[src/rtl/matmul_operand_loader.sv]
// matmul_operand_loader: serial-to-parallel operand feeder for the matmul array multiplier.
// Assembles A (LEFT_SIZE x MIDDLE_SIZE), then B (MIDDLE_SIZE x RIGHT_SIZE), from a valid/ready
// element stream, then holds mm_en until mm_done.
// Build option: define MATLOAD_B_COLMAJOR_EN to accept B in column-major order.
module matmul_operand_loader #(
    parameter int unsigned LEFT_SIZE   = 2,
    parameter int unsigned MIDDLE_SIZE = 3,
    parameter int unsigned RIGHT_SIZE  = 4,
    parameter int unsigned DATA_W      = 32
) (
    input  logic                                           clk,
    input  logic                                           rst,
    input  logic                                           s_valid,
    output logic                                           s_ready,
    input  logic [DATA_W-1:0]                              s_data,
    input  logic                                           s_last,
    output logic [LEFT_SIZE-1:0][MIDDLE_SIZE-1:0][DATA_W-1:0] mat_a,
    output logic [MIDDLE_SIZE-1:0][RIGHT_SIZE-1:0][DATA_W-1:0] mat_b,
    output logic                                           mm_en,
    input  logic                                           mm_done,
    output logic                                           busy,
    output logic                                           err
);

    localparam int unsigned LW = (LEFT_SIZE > 1) ? $clog2(LEFT_SIZE) : 1;
    localparam int unsigned MW = (MIDDLE_SIZE > 1) ? $clog2(MIDDLE_SIZE) : 1;
    localparam int unsigned RW = (RIGHT_SIZE > 1) ? $clog2(RIGHT_SIZE) : 1;

    typedef enum logic [1:0] {StLoadA, StLoadB, StRun} state_e;

    state_e state_q, state_d;

    // Separate per-matrix counters so each index is exactly as wide as its array dimension
    logic [LW-1:0] a_row_q, a_row_d;
    logic [MW-1:0] a_col_q, a_col_d;
    logic [MW-1:0] b_row_q, b_row_d;
    logic [RW-1:0] b_col_q, b_col_d;

    logic [LEFT_SIZE-1:0][MIDDLE_SIZE-1:0][DATA_W-1:0]  mat_a_q;
    logic [MIDDLE_SIZE-1:0][RIGHT_SIZE-1:0][DATA_W-1:0] mat_b_q;
    logic                                               err_q;

    logic xfer;
    logic a_col_last, a_row_last, a_done;
    logic b_row_last, b_col_last, b_done;
    logic frame_bad;

    assign xfer       = s_valid && s_ready;
    assign a_col_last = (a_col_q == MW'(MIDDLE_SIZE - 1));
    assign a_row_last = (a_row_q == LW'(LEFT_SIZE - 1));
    assign a_done     = a_row_last && a_col_last;
    assign b_row_last = (b_row_q == MW'(MIDDLE_SIZE - 1));
    assign b_col_last = (b_col_q == RW'(RIGHT_SIZE - 1));
    // Final B element is the bottom-right corner in either arrival order
    assign b_done     = b_row_last && b_col_last;

    // s_last must coincide exactly with the final B transfer
    assign frame_bad  = xfer && (s_last != ((state_q == StLoadB) && b_done));

    // State register
    always_ff @(posedge clk) begin
        if (rst) begin
            state_q <= StLoadA;
        end else begin
            state_q <= state_d;
        end
    end

    // Next-state decode
    always_comb begin
        state_d = state_q;
        unique case (state_q)
            StLoadA: if (xfer && a_done) state_d = StLoadB;
            StLoadB: if (xfer && b_done) state_d = StRun;
            StRun:   if (mm_done)        state_d = StLoadA;
            default:                     state_d = StLoadA;
        endcase
    end

    // Output decode: all outputs depend on state only
    always_comb begin
        s_ready = 1'b0;
        mm_en   = 1'b0;
        busy    = 1'b0;
        unique case (state_q)
            StLoadA, StLoadB: s_ready = 1'b1;
            StRun: begin
                mm_en = 1'b1;
                busy  = 1'b1;
            end
            default: ;
        endcase
    end

    // Element position counters; each wraps to zero after its matrix completes
    always_comb begin
        a_row_d = a_row_q;
        a_col_d = a_col_q;
        b_row_d = b_row_q;
        b_col_d = b_col_q;
        if (xfer && (state_q == StLoadA)) begin
            if (a_col_last) begin
                a_col_d = '0;
                a_row_d = a_row_last ? '0 : a_row_q + LW'(1);
            end else begin
                a_col_d = a_col_q + MW'(1);
            end
        end
        if (xfer && (state_q == StLoadB)) begin
`ifdef MATLOAD_B_COLMAJOR_EN
            if (b_row_last) begin
                b_row_d = '0;
                b_col_d = b_col_last ? '0 : b_col_q + RW'(1);
            end else begin
                b_row_d = b_row_q + MW'(1);
            end
`else
            if (b_col_last) begin
                b_col_d = '0;
                b_row_d = b_row_last ? '0 : b_row_q + MW'(1);
            end else begin
                b_col_d = b_col_q + RW'(1);
            end
`endif
        end
    end

    // Counter registers
    always_ff @(posedge clk) begin
        if (rst) begin
            a_row_q <= '0;
            a_col_q <= '0;
            b_row_q <= '0;
            b_col_q <= '0;
        end else begin
            a_row_q <= a_row_d;
            a_col_q <= a_col_d;
            b_row_q <= b_row_d;
            b_col_q <= b_col_d;
        end
    end

    // Operand arrays: written one element per transfer, otherwise held
    always_ff @(posedge clk) begin
        if (rst) begin
            mat_a_q <= '0;
            mat_b_q <= '0;
        end else if (xfer) begin
            if (state_q == StLoadA) begin
                mat_a_q[a_row_q][a_col_q] <= s_data;
            end else if (state_q == StLoadB) begin
                mat_b_q[b_row_q][b_col_q] <= s_data;
            end
        end
    end

    // Sticky framing error, cleared only by reset
    always_ff @(posedge clk) begin
        if (rst) begin
            err_q <= 1'b0;
        end else if (frame_bad) begin
            err_q <= 1'b1;
        end
    end

    assign mat_a = mat_a_q;
    assign mat_b = mat_b_q;
    assign err   = err_q;

endmodule
[config.mk]
export PLATFORM = sky130hd
export DESIGN_NAME = matmul_operand_loader
export DESIGN_NICKNAME = d
export VERILOG_FILES = /design/src/rtl/matmul_operand_loader.sv
export SDC_FILE = /design/constraint.sdc
export NUM_CORES = 1
export LEC_CHECK = 0
export ABC_CLOCK_PERIOD_IN_PS = 2500
export CAP_MARGIN = 20
export CORE_MARGIN = 10
export CORE_UTILIZATION = 35
export DETAILED_ROUTE_END_ITERATION = 10
export GPL_TIMING_DRIVEN = 0
export HOLD_SLACK_MARGIN = 0.05
export PLACE_DENSITY = 0.59
export SYNTH_ARGS = -nofsm -noshare
export SYNTH_HDL_FRONTEND = slang
export SYNTH_SLANG_ARGS = --single-unit
[constraint.sdc]
create_clock -name clk -period 2.5 [get_ports clk]
set_input_delay 0.375 -clock clk [delete_from_list [all_inputs] [get_ports clk]]
set_output_delay 0.375 -clock clk [all_outputs]
set_load 0.03 [all_outputs]
Word level (Yosys, flattened, before mapping) --
Cells that the tools add are included.
Word-level totals: register bits 586, word-level logic and storage cells 86
Operators by class: muxes and demuxes 20, reduce and logical (&&, ||, !) cells 20, add/sub/neg operators 4, magnitude comparators 8, bitwise logic cells 1, equal/unequal tests 9
Operators by type and width (count):
- $bwmux W384 | 1
- $demux W128 S2 | 1
- $bwmux W192 | 1
- $demux W32 S2 | 2
- $mux W128 | 1
- $demux W96 S1 | 1
- $mux W96 | 1
- $mux W32 | 2
- $logic_and A1 B1 Y1 | 13
- $mux W2 | 6
- $lt A2 B3 Y1 const B | 3
- $eq A2 B2 Y1 const B | 4
- $add A2 B1 Y2 const B | 3
- $ge A2 B1 Y1 const B | 3
- $ne A2 B2 Y1 const B | 3
- $pmux W2 S3 | 1
- $reduce_and A2 Y1 | 3
- $reduce_and A3 Y1 | 2
- $mux W1 | 3
- $eq A2 B1 Y1 const B | 1
- $logic_not A2 Y1 | 1
- $lt A1 B2 Y1 const B | 1
- $reduce_or A2 Y1 | 1
- $add A1 B1 Y1 const B | 1
- other kinds (3) | 3

Logic depth before layout (Yosys ltp) --
Gate-level depths: netlist (run 1).
depth after elaboration 7, gate-level depth with buffers 6, depth with buffers taken out 4

Least setup slack after synthesis (run 1) --
No wires, ideal clock.
path kind reg-to-output, start point register state_q[1], end point output port mm_en, arrival time 1.414 ns, required time 2.125 ns, slack 0.711 ns, buffers on the path 2, stages on the path, launching flop included 4, cell sequence dfxtp_1 -> clkbuf_1 -> nor2b_1 -> buf_4
On the way: cells in the longest elaborated chain, start to end 2
Ends and longest elaborated chain:
- start: declaration | RTL line 31 | state_e state_q, state_d;
- start signal: assignment | RTL line 63 | state_q <= StLoadA;
- start signal: assignment | RTL line 65 | state_q <= state_d;
- $eq A2 B2 Y1
- $mux W1
- end: declaration | RTL line 19 | output logic mm_en,
Every way passes these cells.

Final worst setup path (run 1) --
start point input port s_valid, end point register mat_b_q (netlist bit mat_b[290])
On the way: cells in the longest elaborated chain, start to end 2
Ends and longest elaborated chain:
- start: declaration | RTL line 13 | input logic s_valid,
- $logic_and A1 B1 Y1 | RTL line 48 | assign xfer = s_valid && s_ready;
- $reduce_and A3 Y1 (no line)
- end signal: indexed assignment | RTL line 152 | mat_b_q[b_row_q][b_col_q] <= s_data;
- end: declaration | RTL line 40 | logic [MIDDLE_SIZE-1:0][RIGHT_SIZE-1:0][DATA_W-1:0] mat_b_q;
Every way passes these cells. A chain may end at the register's enable or synchronous reset.

==> results of run 1 <==
==> worst max-delay path, cell delays in order <==
cell and delay, ns:
clkdlybuf4s50_1 0.52, clkbuf_1 0.35, clkbuf_1 0.49, nand3_1 0.50
buf_2 0.41, mux2i_1 0.16
==> timing repair <==
item / 4_1_cts / 5_1_grt
hold endpoints to repair: 0 / 0
endpoints found under the setup margin: 8 / 183
gates resized for setup: 5 / 28
==> worst max-delay path by stage <==
stage / startpoint / end / slack, ns / cells past startpoint
finish: s_valid / mat_b[290] / 0.12 / 6
global route: s_valid / mat_a[135] / 0.005 / 6
CTS: rst / mat_b[245] / 0.008 / 6
detailed placement: rst / mat_a[182] / -0.66 / 6
global placement: rst / mat_b[168] / -0.62 / 6
floorplan: state_q[1] / mm_en / 0.71 / 3
==> synthesized netlist by cell type (all sizes together) <==
master    n  area [um^2]
clkbuf  133        499.2
nor2b     3        18.77
and2      1        6.260
or4b      1        10.01
nand3b    1        7.510
inv       5        18.77
buf      63        320.3
nor4bb    2        20.02
nor2      3        11.26
nand2     8        30.03
ha        4        50.05
nand3    18        90.09
or3b      1        8.760
nor3b     1        7.510
dfxtp   586        11730
nand4     1        6.260
or3       3        18.77
nor4b     2        30.03
o21ai     1        5.000
mux2i   577         5776
a21oi     8        40.04
nand2b  609         3810
nand4b    3        26.28
nor3      1        5.000
o221ai    1        8.760
==> sequential cells by signal, indices dropped and copies added (netlist names) <==
register / flops
a_col_q: 2
a_row_last: 1
b_col_q: 2
b_row_q: 2
err: 1
mat_a: 192
mat_b: 384
state_q: 2
==> per-stage QoR <==
stage | TNS [ns] | total power [mW]
after global routing | 0 | 21.09
after CTS | 0 | 20.67
after floorplan | 0 | 10.32
after global placement | -179.54 | 10.87
after detailed placement | -193.97 | 10.88
final | 0 | 20.45
==> where the power goes <==
group,total (mW),internal [mW],leakage [nW],switching (mW)
clock network,9.79,5.80,1.07,3.99
logic,1.19,0.459,8.79,0.735
registers,9.47,9.42,4.73,0.0498
total,20.4,15.7,14.6,4.77
==> area by class of cell <==
| type | count | area (um^2) |
|---|---|---|
| Clock buffer | 99 | 1978 |
| Multi-Input combinational cell | 1249 | 10020 |
| Antenna cell | 3 | 7.507 |
| Clock inverter | 17 | 207.7 |
| Inverter | 5 | 18.77 |
| Tap cell | 855 | 1070 |
| Fill cell | 5859 | 32090 |
| Buffer | 196 | 834.6 |
| Timing Repair Buffer | 615 | 6156 |
| Sequential cell | 586 | 11730 |
==> kinds of logic (layout without fill, tap and decap cells) <==
| kind of cell | count (synthesis) | after routing |
|---|---|---|
| other | 0 | 3 |
| DFF | 586 | 586 |
| AOI/OAI and AO/OA | 10 | 10 |
| and+or+nand+nor | 658 | 658 |
| muxes | 577 | 577 |
| buffers and inverters | 201 | 932 |
| adders and majority gates | 4 | 4 |
==> layer usage <==
metal | share of wire (%) | vias up | global-route usage [%]
met5 | 0 | - | 0
met2 | 49 | 531 | 40.52
met1 | 39 | 8344 | 25.54
met4 | 3.0 | 0 | 8.083
met3 | 8.8 | 115 | 8.381
li1 | - | 8044 | -
==> metrics.md, run 1 <==
| Metric | Value |
|---|---|
| Non-Filler Instances | between 3k and 4k |
| CP max FO | 10 |
| Final GP Congestion | roughly 0.84 |
| Peak Freq | about 420 MHz |
| Mapped Avg Cell Area | 11.08 um^2 |
| Fin util | approximately 50% |
| Total grt overflow | 0 |
| Reg2reg start | a_col_q[0] |
| Avg WL per Cell | about 25 um |
| P&R area growth vs syn | 41.97% |
| Starting Density | a little over a third |
| Max cap viols | 0 |
| Die area | ~75000 um^2 |
| Simple-Gate Fraction of Synth Area | a little under a fifth |
| # hold bufs at CTS | 0 |
| Slew Limit Fails | 0 |
| DP Area | 29780 um^2 |
| Later-pin clock latency in the skew report | ~0.60 ns |
| LEAKAGE | between 10 and 15 nW |
| DP HPWL | just under 70 mm |
| Most common cell after layout, fill and taps aside | clkdlybuf4s50_1 |
| Vias | between 15k and 20k |
| Synthesized Nets | 2077 |
| Worst-Margin Slew | 1.002 ns |
| Worst hold margin | 0.4298 ns |
| First-pass GRT wire length | approximately 130 mm |
| Htree depth | 3 |
| Share of layout cells above drive strength 1 | roughly 6.5% |
| Mapped cell area | 22560 um^2 |
| Port bufs | between 600 and 700 |
| Worst endpoint required time | 2.93 ns |
| WP data arrival | 2.81 ns |
| Post-synthesis cell count | just over 2k |
| Die H | 273.9 um |
| Placed Cells | approximately 3.5k |
| Yosys cell types | 28 |
| Critical Path Sink Type | register |
| FF+latch count, synth | 586 |
| Power per cell area | between 600 and 700 nW/um^2 |
| Root buffer cell | clkbuf_16 |
| Antenna viol nets, final | 0 |
| Status | finished clean |
| Largest net degree at the start of global routing | 14 |
| DR pass1 iterations | 5 |
| Clk buf depth | 3 |
| Worst hold path endpoint | state_q[1] |
| Crit path time final | around 2.4 ns |
| Core footprint | between 60000 and 70000 um^2 |
| Num rows | 93 |
| Post-Synth XOR/XNOR Area | 0% |
| Unrepaired setup endpoints after global routing | false |
| Hold path startpoint | mm_done |
| DRT Wirelength | 90.16 mm |
| Tcrit/Tclk final | approximately 95% |
| Clock sink count | approximately 590 |
| Reg clk slew, reported paths | 0.06 ns |
| Crit start category | input pin |
| Sequential share of the synthesized area | 52.01% |
| Vias in the first global route | 18.07k |
| Min-Delay Path Class | in2reg |
| Max-slew headroom | between 30% and 40% |
| GR Util All Layers | between 20% and 30% |
| Peak supply drop | approximately 0.00038 V |
| Setup CP Type | in2reg |
| Final net count | 2760 |
| WHS Path Cells | 3 |
| Die width | roughly 270 um |
| Commonest cells after routing, fill and taps aside | 612 x clkdlybuf4s50_1, 609 x nand2b_1, 586 x dfxtp_1 |
| Largest family of logic cells by synthesized area | multiplexers |
| R2R Setup Slk | between 0.15 and 0.2 ns |
| Drt drc | 0 |
| Vias per cell | between 4 and 5 |
| I/O pin cnt | 617 |
| Setup bufs post-CTS | 0 |
| Clk_skew | 0.02004 ns |
| CTS tree | yes |
| Post-layout worst setup margin | 0.1207 ns |
| Synthesis Warnings | 0 |
| Initial antenna violation count | 3 |
| Mux cell area share after synthesis | ~26% |
| 1st-iter DRT viols | roughly 780 |
| Post-place setup slack | -0.6633 ns |
| Post-route design area | 32020 um^2 |
| Crit Reg-Reg Endpoint | mat_a[66] |
| Reg2Reg Depth | 4 |
| CTS buffer count | 66 |
| Synth Area in Compound Gates | 0.2385% |
| Setup Viol. Count Final | 0 |
| Final Hold Fails | 0 |
| Post-synthesis adder-cell area fraction | 0.2219% |
Power figures use the tool's default switching activity.
==> run 2, diff against run 1 <==
--- a/config.mk
+++ b/config.mk
@@ -11,7 +11,7 @@
 export CORE_UTILIZATION = 35
 export DETAILED_ROUTE_END_ITERATION = 10
 export GPL_TIMING_DRIVEN = 0
-export HOLD_SLACK_MARGIN = 0.05
+export HOLD_SLACK_MARGIN = 0.08
 export PLACE_DENSITY = 0.59
 export SYNTH_ARGS = -nofsm -noshare
 export SYNTH_HDL_FRONTEND = slang
==> results of run 2 <==
The final DEF is identical to that of run 1; final timing and power are the same.
